==> src/rtl/uv_rsp_route_if.sv <==
// Request/response bundle for the response return router.
// Handshake: a transfer occurs on any rising clock edge where valid and ready are
// both high; valid never waits on ready. req_fire is the already-qualified
// downstream request handshake (valid & ready), so it carries no ready of its own.
//   req_grant  one-hot grant of the request presented downstream
//   req_fire   request accepted downstream this cycle
//   req_stall  tracking FIFO full, upstream masks all requests
//   rsp_*      downstream response channel (valid/ready, data, error)
//   mst_*      per-requester response channel (valid per requester, shared data/error)
// Modport slave is taken by the router. Modport master is taken by whatever
// drives the router: the arbiter side, the downstream port and the requesters.
interface uv_rsp_route_if #(
  parameter int WIDTH = 2,
  parameter int DW    = 32
);
  logic [WIDTH-1:0] req_grant;
  logic             req_fire;
  logic             req_stall;
  logic             rsp_vld;
  logic             rsp_rdy;
  logic [DW-1:0]    rsp_data;
  logic             rsp_err;
  logic [WIDTH-1:0] mst_vld;
  logic [WIDTH-1:0] mst_rdy;
  logic [DW-1:0]    mst_data;
  logic             mst_err;

  modport slave (
    input  req_grant, req_fire, rsp_vld, rsp_data, rsp_err, mst_rdy,
    output req_stall, rsp_rdy, mst_vld, mst_data, mst_err
  );

  modport master (
    output req_grant, req_fire, rsp_vld, rsp_data, rsp_err, mst_rdy,
    input  req_stall, rsp_rdy, mst_vld, mst_data, mst_err
  );
endinterface

==> src/rtl/uv_rsp_route.sv <==
// Return path for a fixed-priority request arbiter. Each accepted request pushes
// the index of its winning requester into a small tracking FIFO. In-order
// downstream responses are steered to the requester at the FIFO head.
// Ports:
//   clk, rst_n  clock (rising edge) and asynchronous active-low reset
//   bus         uv_rsp_route_if.slave (grant/fire, stall, response routing)
//   outstd_cnt  number of outstanding transactions (0..DEPTH)
//   ovf_err     one-cycle pulse after a dropped push (FIFO full or zero grant)
//   orphan_err  one-cycle pulse after a response arrived with nothing outstanding
module uv_rsp_route #(
  parameter int WIDTH = 2,
  parameter int DEPTH = 4,
  parameter int DW    = 32,
  localparam int IW = (WIDTH > 1) ? $clog2(WIDTH) : 1,
  localparam int PW = $clog2(DEPTH),
  localparam int CW = $clog2(DEPTH + 1)
) (
  input  logic                 clk,
  input  logic                 rst_n,
  uv_rsp_route_if.slave        bus,
  output logic [CW-1:0]        outstd_cnt,
  output logic                 ovf_err,
  output logic                 orphan_err
);

  logic [IW-1:0] mem [DEPTH];
  logic [PW-1:0] wr_ptr;
  logic [PW-1:0] rd_ptr;
  logic [IW-1:0] grant_idx;
  logic [IW-1:0] head;
  logic          full;
  logic          empty;
  logic          push;
  logic          pop;
  logic          grant_any;

  assign full      = (outstd_cnt == CW'(DEPTH));
  assign empty     = (outstd_cnt == '0);
  assign grant_any = |bus.req_grant;
  assign head      = mem[rd_ptr];

  // Lowest set bit wins: scanning from the top down lets bit 0 overwrite last.
  always_comb begin
    grant_idx = '0;
    for (int i = WIDTH - 1; i >= 0; i--) begin
      if (bus.req_grant[i]) grant_idx = IW'(i);
    end
  end

  // A full FIFO refuses the push even if a pop frees a slot in the same cycle,
  // keeping the push decision independent of the response channel.
  assign push = bus.req_fire & grant_any & ~full;
  assign pop  = bus.rsp_vld & bus.rsp_rdy & ~empty;

  // Stall comes from registered count only, so there is no input-to-stall path.
  assign bus.req_stall = full;

  // With nothing outstanding the response is accepted and dropped so the
  // downstream port can never lock up on a stray response.
  assign bus.mst_vld  = empty ? '0 : (WIDTH'(bus.rsp_vld) << head);
  assign bus.rsp_rdy  = empty | bus.mst_rdy[head];
  assign bus.mst_data = bus.rsp_data;
  assign bus.mst_err  = bus.rsp_err;

  always_ff @(posedge clk or negedge rst_n) begin
    if (!rst_n) begin
      for (int i = 0; i < DEPTH; i++) mem[i] <= '0;
      wr_ptr     <= '0;
      rd_ptr     <= '0;
      outstd_cnt <= '0;
      ovf_err    <= 1'b0;
      orphan_err <= 1'b0;
    end else begin
      if (push) begin
        mem[wr_ptr] <= grant_idx;
        wr_ptr      <= wr_ptr + PW'(1);
      end
      if (pop) rd_ptr <= rd_ptr + PW'(1);
      case ({push, pop})
        2'b10:   outstd_cnt <= outstd_cnt + CW'(1);
        2'b01:   outstd_cnt <= outstd_cnt - CW'(1);
        default: outstd_cnt <= outstd_cnt;
      endcase
      ovf_err    <= bus.req_fire & (~grant_any | full);
      orphan_err <= bus.rsp_vld & empty;
    end
  end

endmodule
==> src/flat_wrapper.sv <==
// flat-port wrapper written by rule: the top's interface ports become plain ports
module uv_rsp_route_flat 
#(
  parameter int WIDTH = 2,
  parameter int DEPTH = 4,
  parameter int DW    = 32,
  localparam int IW = (WIDTH > 1) ? $clog2(WIDTH) : 1,
  localparam int PW = $clog2(DEPTH),
  localparam int CW = $clog2(DEPTH + 1)
)
  (clk, rst_n, outstd_cnt, ovf_err, orphan_err, bus_req_grant, bus_req_fire, bus_rsp_vld, bus_rsp_data, bus_rsp_err, bus_mst_rdy, bus_req_stall, bus_rsp_rdy, bus_mst_vld, bus_mst_data, bus_mst_err);
  uv_rsp_route_if #(.WIDTH(WIDTH), .DW(DW)) bus_i ();
  input  logic clk;
  input  logic rst_n;
  output logic [CW-1:0] outstd_cnt;
  output logic ovf_err;
  output logic orphan_err;
  input wire logic [$bits(bus_i.req_grant)-1:0] bus_req_grant;
  input wire logic [$bits(bus_i.req_fire)-1:0] bus_req_fire;
  input wire logic [$bits(bus_i.rsp_vld)-1:0] bus_rsp_vld;
  input wire logic [$bits(bus_i.rsp_data)-1:0] bus_rsp_data;
  input wire logic [$bits(bus_i.rsp_err)-1:0] bus_rsp_err;
  input wire logic [$bits(bus_i.mst_rdy)-1:0] bus_mst_rdy;
  output wire logic [$bits(bus_i.req_stall)-1:0] bus_req_stall;
  output wire logic [$bits(bus_i.rsp_rdy)-1:0] bus_rsp_rdy;
  output wire logic [$bits(bus_i.mst_vld)-1:0] bus_mst_vld;
  output wire logic [$bits(bus_i.mst_data)-1:0] bus_mst_data;
  output wire logic [$bits(bus_i.mst_err)-1:0] bus_mst_err;
  assign bus_i.req_grant = bus_req_grant;
  assign bus_i.req_fire = bus_req_fire;
  assign bus_i.rsp_vld = bus_rsp_vld;
  assign bus_i.rsp_data = bus_rsp_data;
  assign bus_i.rsp_err = bus_rsp_err;
  assign bus_i.mst_rdy = bus_mst_rdy;
  assign bus_req_stall = bus_i.req_stall;
  assign bus_rsp_rdy = bus_i.rsp_rdy;
  assign bus_mst_vld = bus_i.mst_vld;
  assign bus_mst_data = bus_i.mst_data;
  assign bus_mst_err = bus_i.mst_err;
  uv_rsp_route #(.WIDTH(WIDTH), .DEPTH(DEPTH), .DW(DW)) u_core (.clk(clk), .rst_n(rst_n), .bus(bus_i), .outstd_cnt(outstd_cnt), .ovf_err(ovf_err), .orphan_err(orphan_err));
endmodule
==> config.mk <==
export PLATFORM = sky130hd
export DESIGN_NAME = uv_rsp_route_flat
export DESIGN_NICKNAME = d
export VERILOG_FILES = /design/src/rtl/uv_rsp_route_if.sv /design/src/rtl/uv_rsp_route.sv /design/src/flat_wrapper.sv
export SDC_FILE = /design/constraint.sdc
export NUM_CORES = 1
export LEC_CHECK = 0
export ABC_AREA = 1
export CORE_ASPECT_RATIO = 0.8
export CORE_MARGIN = 3
export CORE_UTILIZATION = 32
export DETAILED_ROUTE_END_ITERATION = 8
export HOLD_SLACK_MARGIN = 0.1
export PLACE_DENSITY = 0.82
export SKIP_CTS_REPAIR_TIMING = 1
export SLEW_MARGIN = 15
export SYNTH_ARGS = -nofsm -noshare
export SYNTH_HDL_FRONTEND = slang
export SYNTH_SLANG_ARGS = --single-unit
export TNS_END_PERCENT = 100
==> constraint.sdc <==
create_clock -name clk -period 2.3 [get_ports clk]
set_input_delay 0.69 -clock clk [delete_from_list [all_inputs] [get_ports clk]]
set_output_delay 0.69 -clock clk [all_outputs]
set_load 0.03 [all_outputs]
# Word level (Yosys, flattened, before mapping)
# Index checks and enable logic that the tools add are counted.
op_classes:
  n_addsub: 4
  order_cmp: 4
  n_eq_ne: 3
  shifts: 1
  n_mux: 12
  n_bitwise: 13
  n_reduce_logical: 4
ops:
  columns: ["operator", "count"]
  rows:
  - ["2-to-1 mux 1 bit", 7]
  - ["AND 1 bit", 6]
  - [">= comparator 3 bit, second input constant", 2]
  - ["inverter 2 -> 3 bit", 2]
  - ["one-hot mux 3 bit (2 select lines)", 1]
  - ["adder 2 x 1 -> 2 bit, second input constant", 2]
  - ["bitwise mux 4 bit", 1]
  - ["adder 3 x 1 -> 3 bit, second input constant", 1]
  - ["equality test 3 bit, second input constant", 1]
  - ["logical NOT 3 bit", 1]
  - ["< comparator 3 x 1 -> 1 bit, second input constant", 1]
  - ["inverter 1 bit", 3]
  - ["subtractor 3 x 1 -> 3 bit, second input constant", 1]
  - ["binary-select mux 1 bit (select 2 bit)", 1]
  - ["demux 1 bit (select 2 bit)", 1]
  - ["equality test 2 x 1 -> 1 bit, second input constant", 1]
  - ["equality test 2 bit, second input constant", 1]
  - ["< comparator 1 x 2 -> 1 bit, second input constant", 1]
  - ["2-to-1 mux 2 bit", 1]
  - ["OR 1 bit", 2]
  - ["nonzero test 2 bit", 1]
  - ["OR reduction 2 bit", 1]
  - ["left shift 1 x 1 -> 2 bit", 1]
  - ["logical AND 1 bit", 1]
totals:
  ff_bits: 13
  input_bits: 41
  output_inout_bits: 42

# Longest topological paths before layout
# Gate-level depths: netlist (run 1).
logic_depth:
  word_depth: 11
  depth_mapped: 14
  depth_no_buf: 14

# Worst setup path after synthesis (run 1)
# OpenSTA, ideal clock, no wires.
synth_timing:
  path_type: "input -> register"
  from: "in bus_req_grant[1]"
  to: "reg u_core.outstd_cnt[2]"
  setup_time_ps: 135
  arrival_ps: 2063
  t_required_ps: 2165
  path_slack_ps: 102
  stages: 9
  path_buffers: 1
  path_cell_list: "or2_1 > nand3_2 > buf_4 > ha_1 > inv_1 > fa_1 > a21oi_1 > o21ai_1 > xnor2_1"
synth_via:
  elab_chain_len: 5
  elab_cells_between_ends: 7
  cone_classes: "eq/ne: 2; mux: 1; bitwise: 2; reduce/logical: 2"
synth_rtl:
  columns: ["element", "line", "rtl"]
  rows:
  - ["start: declaration", "flat_wrapper.sv:18", "input wire logic [$bits(bus_i.req_grant)-1:0] bus_req_grant;"]
  - ["OR reduction 2 bit (*)", "uv_rsp_route.sv:39", "assign grant_any = |bus.req_grant;"]
  - ["AND 1 bit (*) (2 in series)", "uv_rsp_route.sv:52", "assign push = bus.req_fire & grant_any & ~full;"]
  - ["equality test 2 x 1 -> 1 bit or equality test 2 bit (tied branches)", "uv_rsp_route.sv:79", "case ({push, pop})"]
  - ["one-hot mux 3 bit (2 select lines) or nonzero test 2 bit (tied branches)", null, null]
  - ["end signal: assignment", "uv_rsp_route.sv:80", "2'b10: outstd_cnt <= outstd_cnt + CW'(1);"]
  - ["end signal: assignment", "uv_rsp_route.sv:81", "2'b01: outstd_cnt <= outstd_cnt - CW'(1);"]
  - ["end signal: assignment", "uv_rsp_route.sv:82", "default: outstd_cnt <= outstd_cnt;"]
  - ["end: declaration", "uv_rsp_route.sv:21", "output logic [CW-1:0] outstd_cnt,"]
# Mark *: on every way between the ends. The rest lies on a longest branch, timed or not.
# A chain may end at the register's enable or synchronous reset.

# Final worst setup path (run 1)
layout_timing:
  from: "reg u_core.rd_ptr[0]"
  to: "out bus_rsp_rdy"
layout_via:
  elab_chain_len: 7
layout_rtl:
  columns: ["element", "line", "rtl"]
  rows:
  - ["start: declaration", "uv_rsp_route.sv:28", "logic [PW-1:0] rd_ptr;"]
  - ["start signal: assignment", "uv_rsp_route.sv:78", "if (pop) rd_ptr <= rd_ptr + PW'(1);"]
  - ["inverter 2 -> 3 bit (implied by the code)", "uv_rsp_route.sv:40", "assign head = mem[rd_ptr];"]
  - ["binary-select mux 1 bit (select 2 bit)", "uv_rsp_route.sv:40", null]
  - ["2-to-1 mux 1 bit (implied by the code) (2 in series)", "uv_rsp_route.sv:40", null]
  - ["2-to-1 mux 1 bit (implied by the code) (2 in series)", "uv_rsp_route.sv:61", "assign bus.rsp_rdy = empty | bus.mst_rdy[head];"]
  - ["OR 1 bit", "uv_rsp_route.sv:61", null]
  - ["end: declaration", "flat_wrapper.sv:25", "output wire logic [$bits(bus_i.rsp_rdy)-1:0] bus_rsp_rdy;"]
# Every way passes these cells. The select of a mux whose other input is x is not followed.

==> parameters.txt, run 1 <==
Parameter                              Value

Logic synthesis
  Library cell occupying the most area in the post-synthesis netlist    dfrtp_1
  Largest cells by area after synthesis    dfrtp_1, buf_4, nand2_1
  Share of the yosys chip area belonging to registers    32.42%
  Top-area cell type share of the netlist area    32.42%
  Warnings from Yosys    0
  Net count of the mapped netlist    172
  Netlist cell types    20
  Flip-flop and latch count after synthesis    13
  Combined area of all synthesized cells    1003 µm²
  Synthesized instance count    125
  Post-synthesis area per instance    8.028 µm²

Die
  Die Ht    56.09 µm
  Top-level port count    83
  Area inside the core boundary    2872 µm²
  Die span in x    68.61 µm
  Number of rows in the core area    17
  Die ar.    3848 µm²
  Initial cell density of the core    34.95%

Drt
  Sum of routed wire length over all layers    1583 µm
  Routed wire per std cell    10.08 µm
  Initial DRC count    10
  Mean number of vias per cell    4.178
  DRC violation count after routing    0
  Post-route ant nets    0
  Total iterations of the first detailed-routing run    4
  Routed via count    656

Worst setup path
  Data arrival time of the critical path    1.51 ns
  Crit-path most repeated cell    nand2_1
  CP Data Required Time    1.61 ns
  Kind of end point of the critical path    output port
  Crit path largest cell delay    0.44 ns
  Critical Setup Path Class    flip-flop to output port
  Crit path max-delay cell type    dfrtp_2
  Cells along the critical path    inv_2 > nand2_1 > nand3_2 > nand2_1 > nand2_1 > nand2_2 > buf_6 > inv_1 > nand2_1 > buf_6
  Kind of launch point of the worst setup path    flip-flop
  Cell depth of the worst flop-to-flop path    14
  Highest net fanout along the worst path    5

Job
  Number of max-capacitance violations reported    0

Power
  Pwr dens    1381 nW/µm²
  P_leak    0.5880 nW
  Worst IR drop on VDD    0.7686 mV

STA
  Fin. Hold Viols    0
  Final setup violation count    0
  Pin slew with the least headroom to its limit    0.6106 ns
  Final clock skew    0.001214 ns
  Unrepaired setup endpoints after global routing    no
  Final worst path period need    2.196 ns
  Final Max Slew Viols    0
  Worst slew slack as a fraction of its limit    59.16%
  Final cycle utilization of the critical path    95.46%
  Achievable frequency    0.4554 GHz

Cells and area
  Finished Cell Area    1092 µm²
  Core Util, Final    38.04%
  Area of all sequential standard cells    326.6 µm²
  Area overhead of the layout relative to synthesis    8.853%
  Final net count    167
  Combined area of the multi-input logic cells    371.6 µm²
  Filler cells    304
  Number of diodes added for antenna fixing    0
  Share of final-layout standard cells stronger than drive strength 1    22.69%

GRT
  Global-route wire length before repair    2511 µm
  Overall global routing resource usage    8.462%
  Sum of overflow across all layers after global routing    0
  Number of antenna violations at the first check in global routing    0
  Number of global-route vias before repair    593
  Pin count of the biggest net entering global routing    14

Run status
  Outcome    finished clean

Clock tree
  CTS clk-pin slew, worst paths    0.06 ns
  TritonCTS clock tree    yes
  Clock latency reported for the late side of the worst-skew pair    0.24 ns
  CTS sink count    13
  Number of H-tree levels    1
  Clock Tree Root    clkbuf_8
  Num CTS Buffers    3
  Maximum buffer depth of the clock tree    2

Placement
  Number of buffers added on ports    16
  Routability Congestion    0.8038
  Detail Placement HPWL    1225 µm
  Post-place instance area    993.5 µm²

Worst hold path
  Worst min-delay path category    flip-flop to flip-flop
  Cells on Worst Hold Path    2
## cell families after synthesis
family,share of synthesized area (%)
XOR/XNOR,3.492
AO/OA/AOI/OAI,5.236
AND/OR/NAND/NOR,18.45
flip-flops,32.42
buffers and inverters,32.17
adder cells (fa/ha/maj),8.230
## worst paths after layout
path / startpoint / endpoint / slack [ns]
max: u_core.rd_ptr[0] / bus_rsp_rdy / 0.10
min: u_core.mem[2] / u_core.mem[2] / 0.48
max reg2reg: u_core.rd_ptr[0] / u_core.outstd_cnt[2] / 0.34
min reg2reg: u_core.mem[2] / u_core.mem[2] / 0.48
max in group asynchronous: rst_n / u_core.rd_ptr[0] / 1.04
min in group asynchronous: rst_n / u_core.mem[0] / 0.83
## where the power goes
group          total [mW]  internal, mW  leakage, nW  switching [mW]
clock               0.205         0.122       0.0228          0.0822
sequential          0.426         0.335        0.161          0.0918
combinational       0.878         0.384        0.404           0.494
## synth_stat cells
cell      number
buf_4         34
o21ai_1        5
inv_1         17
nand2_1       20
nor2_1         8
or2_1          1
xnor2_1        2
ha_1           5
nor3_1         1
nand3_1        4
a21boi_1       1
xor2_1         2
inv_2          1
nand2_2        2
a21oi_1        3
nor2_2         1
fa_1           1
nand3_2        3
dfrtp_1       13
o21ai_0        1
## critical path: cells and delay by family, from the launching register on
family,cells,cell delay (ns)
simple gates,6,0.45
flops,1,0.44
buf+inv,4,0.37
## layout by cell type, fill, tap and decap left out
master / count
dfrtp_1: 12
clkbuf_8: 3
o21ai_0: 1
xnor2_1: 2
buf_4: 8
dfrtp_2: 1
buf_6: 3
nand2_2: 2
fa_2: 1
xor2_1: 2
nand3_2: 4
inv_1: 15
clkdlybuf4s50_1: 9
or2_1: 1
a21boi_1: 1
clkbuf_1: 1
nand2_1: 20
nand3_1: 3
inv_2: 3
nor3_1: 1
nor2_1: 8
a21oi_1: 2
ha_1: 5
dlymetal6s2s_1: 4
nor2_4: 1
o21ai_1: 5
a21oi_2: 1
## stage by stage
| stage | setup WS [ns] | instances | hold slack (ns) | total power [mW] | TNS, ns |
|---|---|---|---|---|---|
| floorplan | 0.1017 | 125 | 0.3944 | 1.057 | 0 |
| global placement | -0.2219 | 151 | 0.4649 | 1.220 | -0.6385 |
| detailed placement | -0.2524 | 151 | 0.4747 | 1.243 | -0.6909 |
| CTS | -0.1613 | 155 | 0.4874 | 1.459 | -0.4210 |
| global route | 0.004928 | 157 | 0.5119 | 1.646 | 0 |
| finish | 0.1043 | 157 | 0.4845 | 1.508 | 0 |
## sequential cells by signal, summed over array words and instances, names as in the netlist
signal             flops
u_core.outstd_cnt      3
u_core.wr_ptr          2
u_core.orphan_err      1
u_core.mem             4
u_core.ovf_err         1
u_core.rd_ptr          2
## area by class of cell
| type | instances | area share (%) |
|---|---|---|
| repair buffers | 24 | 21.42 |
| clock buffers | 4 | 4.124 |
| multi-input cells | 60 | 34.02 |
| well taps | 38 | 4.353 |
| inverters | 18 | 6.186 |
| flip-flops and latches | 13 | 29.90 |
## metal layers
layer / global-route usage [%] / vias to the layer above / share of wire [%]
met5: 0 / - / 0
met4: 3.966 / 0 / 1.7
met3: 3.636 / 3 / 8.6
met2: 11.29 / 20 / 44
met1: 11.47 / 299 / 46
li1: - / 334 / -
Note: power is estimated with default switching activity, not from simulation.
==> run 2, diff against run 1 <==
- CORE_UTILIZATION: 32 -> 60
- DONT_BUFFER_PORTS: default -> 1
- PLACE_DENSITY: 0.82 -> 0.78
==> run 2 against run 1 <==
Against the previous run:
- maximum frequency up 0.43%
- via count down 3.5%
- highest routed layer unchanged
- critical path type unchanged
- cell area down 21%
- largest cell class unchanged
- global-route usage up 8.2 points
- first-iteration DRC count down 50%
- core utilization up 21 points
- hold slack better by 0.0075 ns
==> parameters.txt, run 2 (synthesis gave the netlist of run 1 again) <==
Parameter                              Value

Run status
  Outcome    finished clean

Die
  Top-level port count    83
  Die ar.    2202 µm²
  Die span in x    51.72 µm
  Initial cell density of the core    68.20%
  Die Ht    42.58 µm
  Number of rows in the core area    12
  Area inside the core boundary    1471 µm²

Drt
  Routed via count    633
  Post-route ant nets    0
  Mean number of vias per cell    5.146
  Routed wire per std cell    13.25 µm
  Initial DRC count    5
  DRC violation count after routing    0
  Wire length on met1    687 µm
  Total iterations of the first detailed-routing run    4
  Top layer reached by signal wires    met4
  Total length of routed met2 wires    701 µm
  Sum of routed wire length over all layers    1630 µm
  Wire length on met3    160 µm

Cells and area
  Filler cells    148
  Core Util, Final    59.01%
  Number of flip-flops in the largest register    4
  Commonest cells after routing, fill and taps aside    nand2_1, inv_1, dfrtp_1
  Area overhead of the layout relative to synthesis    -13.47%
  Register bank with the most flops    u_core.mem
  Registers with the most flip-flops    u_core.mem x4, u_core.outstd_cnt x3
  Leading cell type in the layout, fill and taps excluded    nand2_1
  Share of final-layout standard cells stronger than drive strength 1    19.61%
  Number of diodes added for antenna fixing    0
  Non-filler cells in the finished layout    123
  Final net count    150

STA
  Final clock skew    0.002933 ns
  Fin. Hold Viols    0
  Unrepaired setup endpoints after global routing    no
  Worst slew slack as a fraction of its limit    60.04%
  Final worst path period need    2.186 ns
  Pin slew with the least headroom to its limit    0.5974 ns
  Setup Total Neg Slack    0 ns
  Final Max Slew Viols    0
  Achievable frequency    0.4574 GHz
  Final setup violation count    0
  Final cycle utilization of the critical path    95.05%

Worst setup path
  Critical path depth in cells    8
  Highest net fanout along the worst path    5
  Kind of cell adding the most delay to the critical path    simple AND/OR/NAND/NOR gates
  Cell depth of the worst flop-to-flop path    14
  Critical Setup Path Class    flip-flop to output port
  Buffer and inverter count on the worst path    2
  Launch point of the critical path    u_core.rd_ptr[0]
  Kind of launch point of the worst setup path    flip-flop
  Data arrival time of the critical path    1.50 ns
  Crit path largest cell delay    0.43 ns
  Worst flop-to-flop path startpoint    u_core.rd_ptr[0]
  Crit-path most repeated cell    nand2_1
  Setup slack, reg-to-reg    0.19 ns
  End point of the critical path    bus_rsp_rdy
  Kind of end point of the critical path    output port
  Crit path max-delay cell type    dfrtp_1
  Worst reg2reg endpoint    u_core.outstd_cnt[2]
  Cells along the critical path    inv_1 > nand2_1 > nand3_2 > nand2_1 > nand2_1 > nand2_2 > inv_1 > nand2_1
  CP Data Required Time    1.61 ns

Placement
  Routability Congestion    0.8083
  Cells after DPL    118
  Detail Placement HPWL    1315 µm
  Number of buffers added on ports    0

GRT
  Number of antenna violations at the first check in global routing    0
  Overall global routing resource usage    16.70%
  Sum of overflow across all layers after global routing    0
  Global-route wire length before repair    2677 µm
  Number of global-route vias before repair    609
  Pin count of the biggest net entering global routing    14

Power
  P_leak    0.4686 nW
  Worst IR drop on VDD    0.8826 mV
  Pwr dens    1476 nW/µm²

Clock tree
  Maximum buffer depth of the clock tree    2
  TritonCTS clock tree    yes
  Num CTS Buffers    3
  Clock latency reported for the late side of the worst-skew pair    0.28 ns
  Clock Tree Root    clkbuf_4
  Number of H-tree levels    1
  CTS clk-pin slew, worst paths    0.08 ns
  CTS sink count    13

Job
  Number of max-capacitance violations reported    0

Worst hold path
  Worst min-delay path category    flip-flop to flip-flop
-- run 2: where the power goes --
| part | switching [mW] | internal [mW] |
|---|---|---|
| registers | 0.0905 | 0.332 |
| logic | 0.467 | 0.249 |
| clock network | 0.0796 | 0.0645 |
-- run 2: worst min path at each step --
stage / to / cells past startpoint / slack [ns] / startpoint
floorplan: u_core.mem[0] / 0 / 0.39 / rst_n
global placement: u_core.ovf_err / 0 / 0.39 / rst_n
detailed placement: u_core.ovf_err / 0 / 0.39 / rst_n
CTS: u_core.ovf_err / 0 / 0.09 / rst_n
global route: u_core.mem[2] / 2 / 0.51 / u_core.mem[2]
finish: u_core.mem[1] / 2 / 0.49 / u_core.mem[1]
-- run 2: per-layer routing --
layer  vias up  track usage (%)
met4         0            15.18
met2        34            25.13
met5         -                0
met1       274            18.63
li1        303                -
met3        22            4.982
-- run 2: final cells by class --
cell class,count,area [µm²],share of cell area (%)
clock buffers,3,22.52,2.594
clock inverters,1,5.005,0.5764
repair buffers,7,55.05,6.340
inverters,18,67.56,7.781
flip-flops and latches,13,325.3,37.46
well taps,21,26.28,3.026
multi-input cells,60,366.6,42.22
-- run 2: per-stage QoR --
step	hold WS (ns)	area (µm²)	total power, mW	setup slack [ns]
6_report	0.4921	868.3	1.281	0.1138
5_1_grt	0.5081	868.3	1.412	0.0001175
4_1_cts	0.08975	847.1	1.268	0.1048
3_5_place_dp	0.3947	819.5	1.124	0.1607
3_3_place_gp	0.3947	819.5	1.085	0.2362
2_1_floorplan	0.3944	1003	1.057	0.1017
-- run 2: worst register-to-register path, delay by kind of cell, from the launching register on --
family                   cells  cell delay [ns]
AO/OA/AOI/OAI                2             0.21
XOR/XNOR                     1             0.13
adder cells (fa/ha/maj)      2             0.49
buffers and inverters        3             0.24
flip-flops                   1             0.43
AND/OR/NAND/NOR              6             0.51
